`src/rtl/dram_arb_pkg.sv`:
```
// Shared definitions for the DataRAM port arbiter.
//   arb_state_t : arbiter FSM states (RUN, FORCE, HALT)
//   rd_owner_t  : owner tag of a read in flight (OWN_CPU / OWN_DBG)
//   DRAM_ADDR_W : DataRAM word-address width (64 words)
//   WAIT_CNT_W  : width of the debug starvation counter
package dram_arb_pkg;

  localparam int DRAM_ADDR_W = 6;
  localparam int WAIT_CNT_W  = 8;

  typedef enum logic [1:0] {
    RUN   = 2'd0,
    FORCE = 2'd1,
    HALT  = 2'd2
  } arb_state_t;

  typedef enum logic {
    OWN_CPU = 1'b0,
    OWN_DBG = 1'b1
  } rd_owner_t;

endpackage

```
`src/rtl/arb_wait_counter.sv`:
```
// Saturating count of consecutive cycles the debug port was denied.
// Ports:
//   clk, reset : clock, asynchronous active-low reset
//   inc        : debug request denied this cycle
//   clr        : clear (debug served, idle, or halt requested); wins over inc
//   expired    : this cycle's denial brings the count to MAX_WAIT, so the
//                next cycle must be a forced debug slot
module arb_wait_counter
  import dram_arb_pkg::*;
#(
  parameter int MAX_WAIT = 8
) (
  input  logic clk,
  input  logic reset,
  input  logic inc,
  input  logic clr,
  output logic expired
);

  localparam logic [WAIT_CNT_W-1:0] MAX_CNT = WAIT_CNT_W'(MAX_WAIT);

  logic [WAIT_CNT_W-1:0] count_reg;
  logic [WAIT_CNT_W-1:0] count_next;

  always_comb begin
    count_next = count_reg;
    if (clr) begin
      count_next = '0;
    end else if (inc && (count_reg != MAX_CNT)) begin
      count_next = count_reg + 1'b1;
    end
  end

  // Looking at the incoming count (rather than the stored one) lets the
  // FORCE slot follow the MAX_WAIT-th denial directly, giving a period of
  // MAX_WAIT+1 cycles under continuous contention.
  assign expired = inc && !clr && (count_next == MAX_CNT);

  always_ff @(posedge clk or negedge reset) begin
    if (!reset) begin
      count_reg <= '0;
    end else begin
      count_reg <= count_next;
    end
  end

endmodule

```
`src/rtl/dram_port_arbiter.sv`:
```
// Shares the single-port DataRAM between the CPU MEM stage and a
// debug/loader port. One access per cycle; read data returns one cycle
// after the grant, tagged to its owner.
// Ports:
//   clk, reset                  : clock, asynchronous active-low reset
//   cpu_req/we/addr/wdata       : CPU MEM-stage access
//   cpu_stall                   : CPU request present but not granted
//   cpu_rdata/cpu_rvalid        : CPU read return
//   dbg_req/we/addr/wdata       : debug/loader access
//   dbg_halt                    : request exclusive RAM ownership
//   dbg_gnt                     : debug access accepted this cycle
//   dbg_rdata/dbg_rvalid        : debug read return
//   halted                      : arbiter is in HALT
//   ram_addr/ram_din/ram_we     : to DataRAM
//   ram_dout                    : DataRAM registered read data
module dram_port_arbiter
  import dram_arb_pkg::*;
#(
  parameter int ADDR_W   = DRAM_ADDR_W,
  parameter int MAX_WAIT = 8
) (
  input  logic              clk,
  input  logic              reset,
  input  logic              cpu_req,
  input  logic              cpu_we,
  input  logic [ADDR_W-1:0] cpu_addr,
  input  logic [31:0]       cpu_wdata,
  output logic              cpu_stall,
  output logic [31:0]       cpu_rdata,
  output logic              cpu_rvalid,
  input  logic              dbg_req,
  input  logic              dbg_we,
  input  logic [ADDR_W-1:0] dbg_addr,
  input  logic [31:0]       dbg_wdata,
  input  logic              dbg_halt,
  output logic              dbg_gnt,
  output logic [31:0]       dbg_rdata,
  output logic              dbg_rvalid,
  output logic              halted,
  output logic [ADDR_W-1:0] ram_addr,
  output logic [31:0]       ram_din,
  output logic              ram_we,
  input  logic [31:0]       ram_dout
);

  arb_state_t state_reg;
  arb_state_t state_next;
  logic       rd_pending_reg;
  rd_owner_t  rd_owner_reg;

  logic cpu_gnt_raw;
  logic dbg_gnt_raw;
  logic cpu_gnt;
  logic wait_inc;
  logic wait_clr;
  logic wait_expired;

  // Starvation guard. A halt request also clears it so that a simultaneous
  // halt/force condition leaves the counter at zero.
  assign wait_inc = dbg_req & ~dbg_gnt;
  assign wait_clr = ~dbg_req | dbg_gnt | dbg_halt;

  arb_wait_counter #(
    .MAX_WAIT (MAX_WAIT)
  ) u_wait_counter (
    .clk     (clk),
    .reset   (reset),
    .inc     (wait_inc),
    .clr     (wait_clr),
    .expired (wait_expired)
  );

  // Next state and grants.
  always_comb begin
    state_next  = state_reg;
    cpu_gnt_raw = 1'b0;
    dbg_gnt_raw = 1'b0;
    case (state_reg)
      RUN: begin
        cpu_gnt_raw = cpu_req;
        dbg_gnt_raw = dbg_req & ~cpu_req;
        if (wait_expired) begin
          state_next = FORCE;
        end
      end
      FORCE: begin
        dbg_gnt_raw = dbg_req;
        state_next  = RUN;
      end
      HALT: begin
        dbg_gnt_raw = dbg_req;
        state_next  = RUN;
      end
      default: begin
        state_next = RUN;
      end
    endcase
    // Halt overrides any other transition, including a pending FORCE.
    if (dbg_halt) begin
      state_next = HALT;
    end
  end

  // Grants and stall are combinational, so they are masked while reset is
  // held to keep the RAM and pipeline quiet.
  assign cpu_gnt   = cpu_gnt_raw & reset;
  assign dbg_gnt   = dbg_gnt_raw & reset;
  assign cpu_stall = cpu_req & ~cpu_gnt & reset;
  assign halted    = (state_reg == HALT);

  // RAM port mux; CPU values are presented whenever debug is not granted.
  always_comb begin
    ram_addr = cpu_addr;
    ram_din  = cpu_wdata;
    ram_we   = cpu_we & cpu_gnt;
    if (dbg_gnt) begin
      ram_addr = dbg_addr;
      ram_din  = dbg_wdata;
      ram_we   = dbg_we;
    end
  end

  always_ff @(posedge clk or negedge reset) begin
    if (!reset) begin
      state_reg      <= RUN;
      rd_pending_reg <= 1'b0;
      rd_owner_reg   <= OWN_CPU;
    end else begin
      state_reg      <= state_next;
      rd_pending_reg <= (cpu_gnt & ~cpu_we) | (dbg_gnt & ~dbg_we);
      rd_owner_reg   <= dbg_gnt ? OWN_DBG : OWN_CPU;
    end
  end

  // Read return: data is passed straight through, rvalid tells the owner.
  assign cpu_rvalid = rd_pending_reg & (rd_owner_reg == OWN_CPU);
  assign dbg_rvalid = rd_pending_reg & (rd_owner_reg == OWN_DBG);
  assign cpu_rdata  = ram_dout;
  assign dbg_rdata  = ram_dout;

endmodule

```
`config.mk`:
```
export PLATFORM = sky130hd
export DESIGN_NAME = dram_port_arbiter
export DESIGN_NICKNAME = d
export VERILOG_FILES = /design/src/rtl/dram_arb_pkg.sv /design/src/rtl/arb_wait_counter.sv /design/src/rtl/dram_port_arbiter.sv
export SDC_FILE = /design/constraint.sdc
export NUM_CORES = 1
export LEC_CHECK = 0
export ABC_AREA = 1
export BUFFER_PORTS_ARGS = -buffer_cell sky130_fd_sc_hd__buf_4
export CORE_AREA = 4 4 84 86
export CTS_BUF_LIST = sky130_fd_sc_hd__clkbuf_8
export CTS_CLUSTER_SIZE = 12
export DETAILED_ROUTE_END_ITERATION = 7
export DIE_AREA = 0 0 88 90
export GPL_TIMING_DRIVEN = 0
export PLACE_DENSITY_LB_ADDON = 0.3
export SKIP_LAST_GASP = 1
export SYNTH_ARGS = -nofsm -noshare
export SYNTH_HDL_FRONTEND = slang
export SYNTH_HIERARCHICAL = 1
export SYNTH_SLANG_ARGS = --single-unit
```
`constraint.sdc`:
```
create_clock -name clk -period 6.1 [get_ports clk]
set_clock_uncertainty 0.1 [all_clocks]
set_input_delay 0.61 -clock clk [delete_from_list [all_inputs] [get_ports clk]]
set_output_delay 0.61 -clock clk [all_outputs]
set_load 0.005 [all_outputs]
```
Word-level counts from Yosys, hierarchy flattened:

Cells that the tools add are included.

* register bits: 12
* input bits: 115
* output and inout port bits: 108
* logic and storage cells: 48

* add/sub/neg operators: 1
* eq/ne operators: 5
* muxes and demuxes: 11
* bitwise operators: 21
* reduce and logical (&&, ||, !) cells: 6

Operator list (number)
* 2-to-1 mux 32 bit: 1
* 2-to-1 mux 8 bit: 2
* AND 1 bit: 11
* adder 8 x 1 -> 8 bit, second input constant: 1
* == test 8 x 4 -> 1 bit, second input constant: 1
* inequality test 8 x 4 -> 1 bit, second input constant: 1
* NOT 1 bit: 7
* 2-to-1 mux 2 bit: 3
* 2-to-1 mux 6 bit: 1
* logical AND 1 bit: 3
* 2-to-1 mux 1 bit: 3
* inequality test 3 x 2 -> 1 bit, second input constant: 1
* bitwise OR 1 bit: 3
* == test 2 x 1 -> 1 bit, second input constant: 1
* == test 2 bit, second input constant: 1
* logical NOT 2 bit: 1
* one-hot mux 1 bit (2 select lines): 1
* OR reduction 2 bit: 1
* logical NOT 1 bit: 1

Longest topological paths before layout:

* word-level depth: 14
* depth in mapped cells: 17

Modules after synthesis:

Netlist, hierarchy kept.

Modules (own cells, without submodules)
* dram_port_arbiter: instances 1, cells an instance 232, area each 1336.3 um^2, seq. area each 100.1 um^2
* arb_wait_counter: instances 1, cells an instance 91, area each 604.3 um^2, seq. area each 200.2 um^2

Worst setup path before layout:

OpenSTA, ideal clock, no wires.

* kind: flip-flop to flip-flop
* start point: reg state_reg[0]
* end point: reg state_reg[1]
* setup time: 0.127 ns
* data arrival time: 2.114 ns
* data required time: 5.873 ns
* setup slack: 3.760 ns
* stages on the path, launching flop included: 17
* path buffers: 0
* cell sequence: dfrtp_1 inv_1 ha_1 inv_1 nand2_2 nand2_2 inv_1 nor2_1 inv_1 nor2_4 nand2_1 o21ai_1 nand4_1 nor2_2 inv_1 nand2_1 o21ai_0

* word-level cells in the longest chain between the ends: 12
* elaborated cells on any way between the ends: 20
* those cells by class: 4 x eq/ne; 5 x mux; 5 x bitwise; 6 x reduce/logical

Ends and longest elaborated chain
* from (decl): RTL line dram_port_arbiter.sv:46 `arb_state_t state_reg;`
* from (signal assigned): RTL line dram_port_arbiter.sv:129 `state_reg <= state_next;`
* == test 2 bit / == test 2 x 1 -> 1 bit (equally long branches): RTL line dram_port_arbiter.sv:78 `case (state_reg)`
* OR reduction 2 bit (no line)
* one-hot mux 1 bit (2 select lines) *: RTL line dram_port_arbiter.sv:78
* AND 1 bit *: RTL line dram_port_arbiter.sv:107 `assign dbg_gnt = dbg_gnt_raw & reset;`
* via dbg_gnt: RTL line dram_port_arbiter.sv:36 `output logic dbg_gnt,`
* NOT 1 bit *: RTL line dram_port_arbiter.sv:60 `assign wait_inc = dbg_req & ~dbg_gnt;`
* AND 1 bit *: RTL line dram_port_arbiter.sv:60
* via wait_inc: RTL line dram_port_arbiter.sv:54 `logic wait_inc;`
* logical AND 1 bit: RTL line arb_wait_counter.sv:29 `end else if (inc && (count_reg != MAX_CNT)) begin`
* 2-to-1 mux 8 bit: RTL line arb_wait_counter.sv:29
* 2-to-1 mux 8 bit: RTL line arb_wait_counter.sv:27 `if (clr) begin`
* == test 8 x 4 -> 1 bit: RTL line arb_wait_counter.sv:37 `assign expired = inc && !clr && (count_next == MAX_CNT);`
* logical AND 1 bit *: RTL line arb_wait_counter.sv:37
* via wait_expired: RTL line dram_port_arbiter.sv:56 `logic wait_expired;`
* inequality test 3 x 2 -> 1 bit (no line) *

Mark *: on every way through the listed nets, which the timed path passes. The rest lies on a longest branch.
A chain may end at the register's enable or synchronous reset.

Worst setup path in the final report:

* start point: reg state_reg[0]
* end point: reg state_reg[1]

* word-level cells in the longest chain between the ends: 12
* elaborated cells on any way between the ends: 20
* those cells by class: 4 x eq/ne; 5 x mux; 5 x bitwise; 6 x reduce/logical

Ends and longest elaborated chain (RTL line)
* == test 2 bit / == test 2 x 1 -> 1 bit (equally long branches): dram_port_arbiter.sv:78
* OR reduction 2 bit (no line)
* one-hot mux 1 bit (2 select lines) *: dram_port_arbiter.sv:78
* AND 1 bit *: dram_port_arbiter.sv:107
* NOT 1 bit *: dram_port_arbiter.sv:60
* AND 1 bit *: dram_port_arbiter.sv:60
* via wait_inc: dram_port_arbiter.sv:54
* logical AND 1 bit: arb_wait_counter.sv:29
* 2-to-1 mux 8 bit: arb_wait_counter.sv:29
* 2-to-1 mux 8 bit: arb_wait_counter.sv:27
* == test 8 x 4 -> 1 bit: arb_wait_counter.sv:37
* logical AND 1 bit *: arb_wait_counter.sv:37
* via wait_expired: dram_port_arbiter.sv:56
* inequality test 3 x 2 -> 1 bit (no line) *

Marks and branches as above.

==> run metrics <==
Final Max Tran Viols=0; largest net degree at the start of global routing=16; core area=6280 sq um; top cells by count, synth=nand2_1, buf_4, nand3_1, inv_1, nor2_1; Avg Inst Size Synth=6.01 sq um; # IOs=223; Peak Freq=359 MHz; max-cap violations=0; Post-DRT Antenna Nets=0; clk sinks=12; area leader, netlist=buf_4; most numerous cell in the Yosys netlist=nand2_1; share of the yosys chip area belonging to registers=15.5%; WS Path Type=flop to flop; synth warn=6; Crit path top cell by count=inv_1; Layout area overhead=81.3%; Root Buffer=clkbuf_8; Worst setup SP type=flop; clock insertion delay at the later pin of the skew report=240 ps; VDD IR-drop max=56.4 uV; DR pass1 iterations=4; H-Tree Depth=1; pwr dens=108 nW/um^2; Worst setup EP type=flop; Resize count post-CTS=0; Avg Vias per Cell=4.44; RSZ-0062 raised after global routing=false; Sw Share=29.2%; nets=638; Hold Crit Class=primary input to async pin; final HPWL from detailed placement=7.22 mm; Post-synth EDFFs=0; Slew HR=65.6%; ranking of synthesized cells by area=buf_4, nand2_1, dfrtp_1; Crit Path Max Fanout=7; CTS tree=built; Crit-path slowest cell=nor2_1; Tcrit/Tclk final=45.6%; share of cells above drive strength 1=54.4%; Cells after DPL=590; Final Hold Vio Count=0; internal power=270 uW; grt total ovfl=0; final setup TNS=0 ps; Flop pwr share=21.8%; max reg flops=8; first-pass GRT wire length=12.5 mm; CTS Hold Bufs=0; ys flop type=dfrtp_1; I/O Buffers=190; Clock Power Share=22.8%; clock slew at reported path FFs=50 ps; FF+latch count, synth=12; slowest cell delay on critical path=410 ps; Synth top area share=24.8%; syn nets=443; CP arrival=2810 ps; DIE AREA=7920 sq um; clock buffer depth=2; Syn Inst Count=323; post-CTS setup buffers=0; Yosys cell types=22; Worst-Margin Slew=514 ps; status=finished, final reports clean; initial antenna violation count=0; via count=2638; post-route non-filler standard cell count=594; DIE HEIGHT=90 um; Row Count=29; Initial Util=30.9%; chip width=88 um; Sw Pwr=111 uW; P_leak=0.00214 uW; CTS buffer count=3; Setup violations, final=0; routability cong.=0.872; Total Routing Usage GR=19.5%; ys async rst share=100%; number of global-route vias before repair=2632; Comb pwr share=55.4%; minimum clock period=2780 ps; worst path cell trace=inv_1, ha_1, nand2_1, nand2_2, nand2_2, inv_1, nor2_1, inv_1, nor2_4, nand2_1, o21ai_1, nand4_1, nor2_2, inv_1, nand2_1, o21ai_0; initial drt markers=73; Routed WL=8.17 mm; final routed DRC violation total=0; Critical Path RT=6130 ps; mapped cell area=1940 sq um; n_diodes=0; Avg WL per Cell=13.8 um
-- path summary, 6_finish.rpt --
check / from / depth (start not counted) / endpoint / slack (ps)
max: state_reg[0] / 16 / state_reg[1] / 3320
min: reset / 1 / u_wait_counter/count_reg[1] / 110
max reg2reg: state_reg[0] / 16 / state_reg[1] / 3320
min reg2reg: state_reg[1] / 2 / state_reg[1] / 490
max in group asynchronous: reset / 1 / rd_owner_reg / 5620
min in group clk: state_reg[1] / 2 / state_reg[1] / 490
-- stage by stage --
stage	worst slack, ps	power, uW	area (sq um)	hold slack [ps]	util, %
floorplan	3760	172	1940	214	-
global placement	3350	294	3460	370	55.2
detailed placement	3280	298	3460	374	55.2
CTS	3300	386	3520	109	56.0
global route	3030	406	3520	118	56.0
finish	3320	381	3520	107	56.0
-- power groups by stage --
stage          logic (uW)  clock network, uW  registers, uW
4_1_cts               214               88.8           83.2
3_5_place_dp          213                  0           84.5
5_1_grt               230               92.0           83.6
3_3_place_gp          210                  0           84.4
6_report              211               86.9           83.2
2_1_floorplan        88.1                  0           84.2
-- cell families after synthesis --
logic type / share of synthesized area, %
buffers and inverters: 34.4
DFF: 15.5
and+or+nand+nor: 42.7
AOI/OAI and AO/OA: 2.90
xor gates and xnor gates: 1.35
adders and majority gates: 3.22
-- routing by layer --
| metal | global-route usage (%) | up-vias | share of wire, % | routed length [um] |
|---|---|---|---|---|
| li1 | - | 1324 | - | - |
| met1 | 19.6 | 1148 | 33 | 2660 |
| met2 | 35.9 | 145 | 53 | 4300 |
| met3 | 5.94 | 21 | 11 | 923 |
| met4 | 8.70 | 0 | 3.5 | 283 |
| met5 | 0 | - | 0 | 0 |
-- worst max-delay path, delay by kind of cell (launching register included) --
kind | cells | cell delay, ps
simple gates | 9 | 1350
buf+inv | 4 | 410
flops | 1 | 360
fa+ha+maj | 1 | 270
compound gates | 2 | 170
-- area by class of cell --
cell class	count	area [sq um]
Fill cell	619	2760
Tap cell	77	96.3
Buffer	76	566
Timing Repair Buffer	190	1430
Inverter	27	101
Multi-Input combinational cell	208	973
Sequential cell	12	300
Clock buffer	4	55.1
-- layout by cell type, fill, tap and decap left out, types with 5 or more instances in the layout --
master,instances
buf_2,8
buf_4,254
dfrtp_1,12
ha_1,5
inv_1,26
nand2_1,115
nand3_1,47
nor2_1,14
No activity file was read; power rests on OpenSTA's default activity.
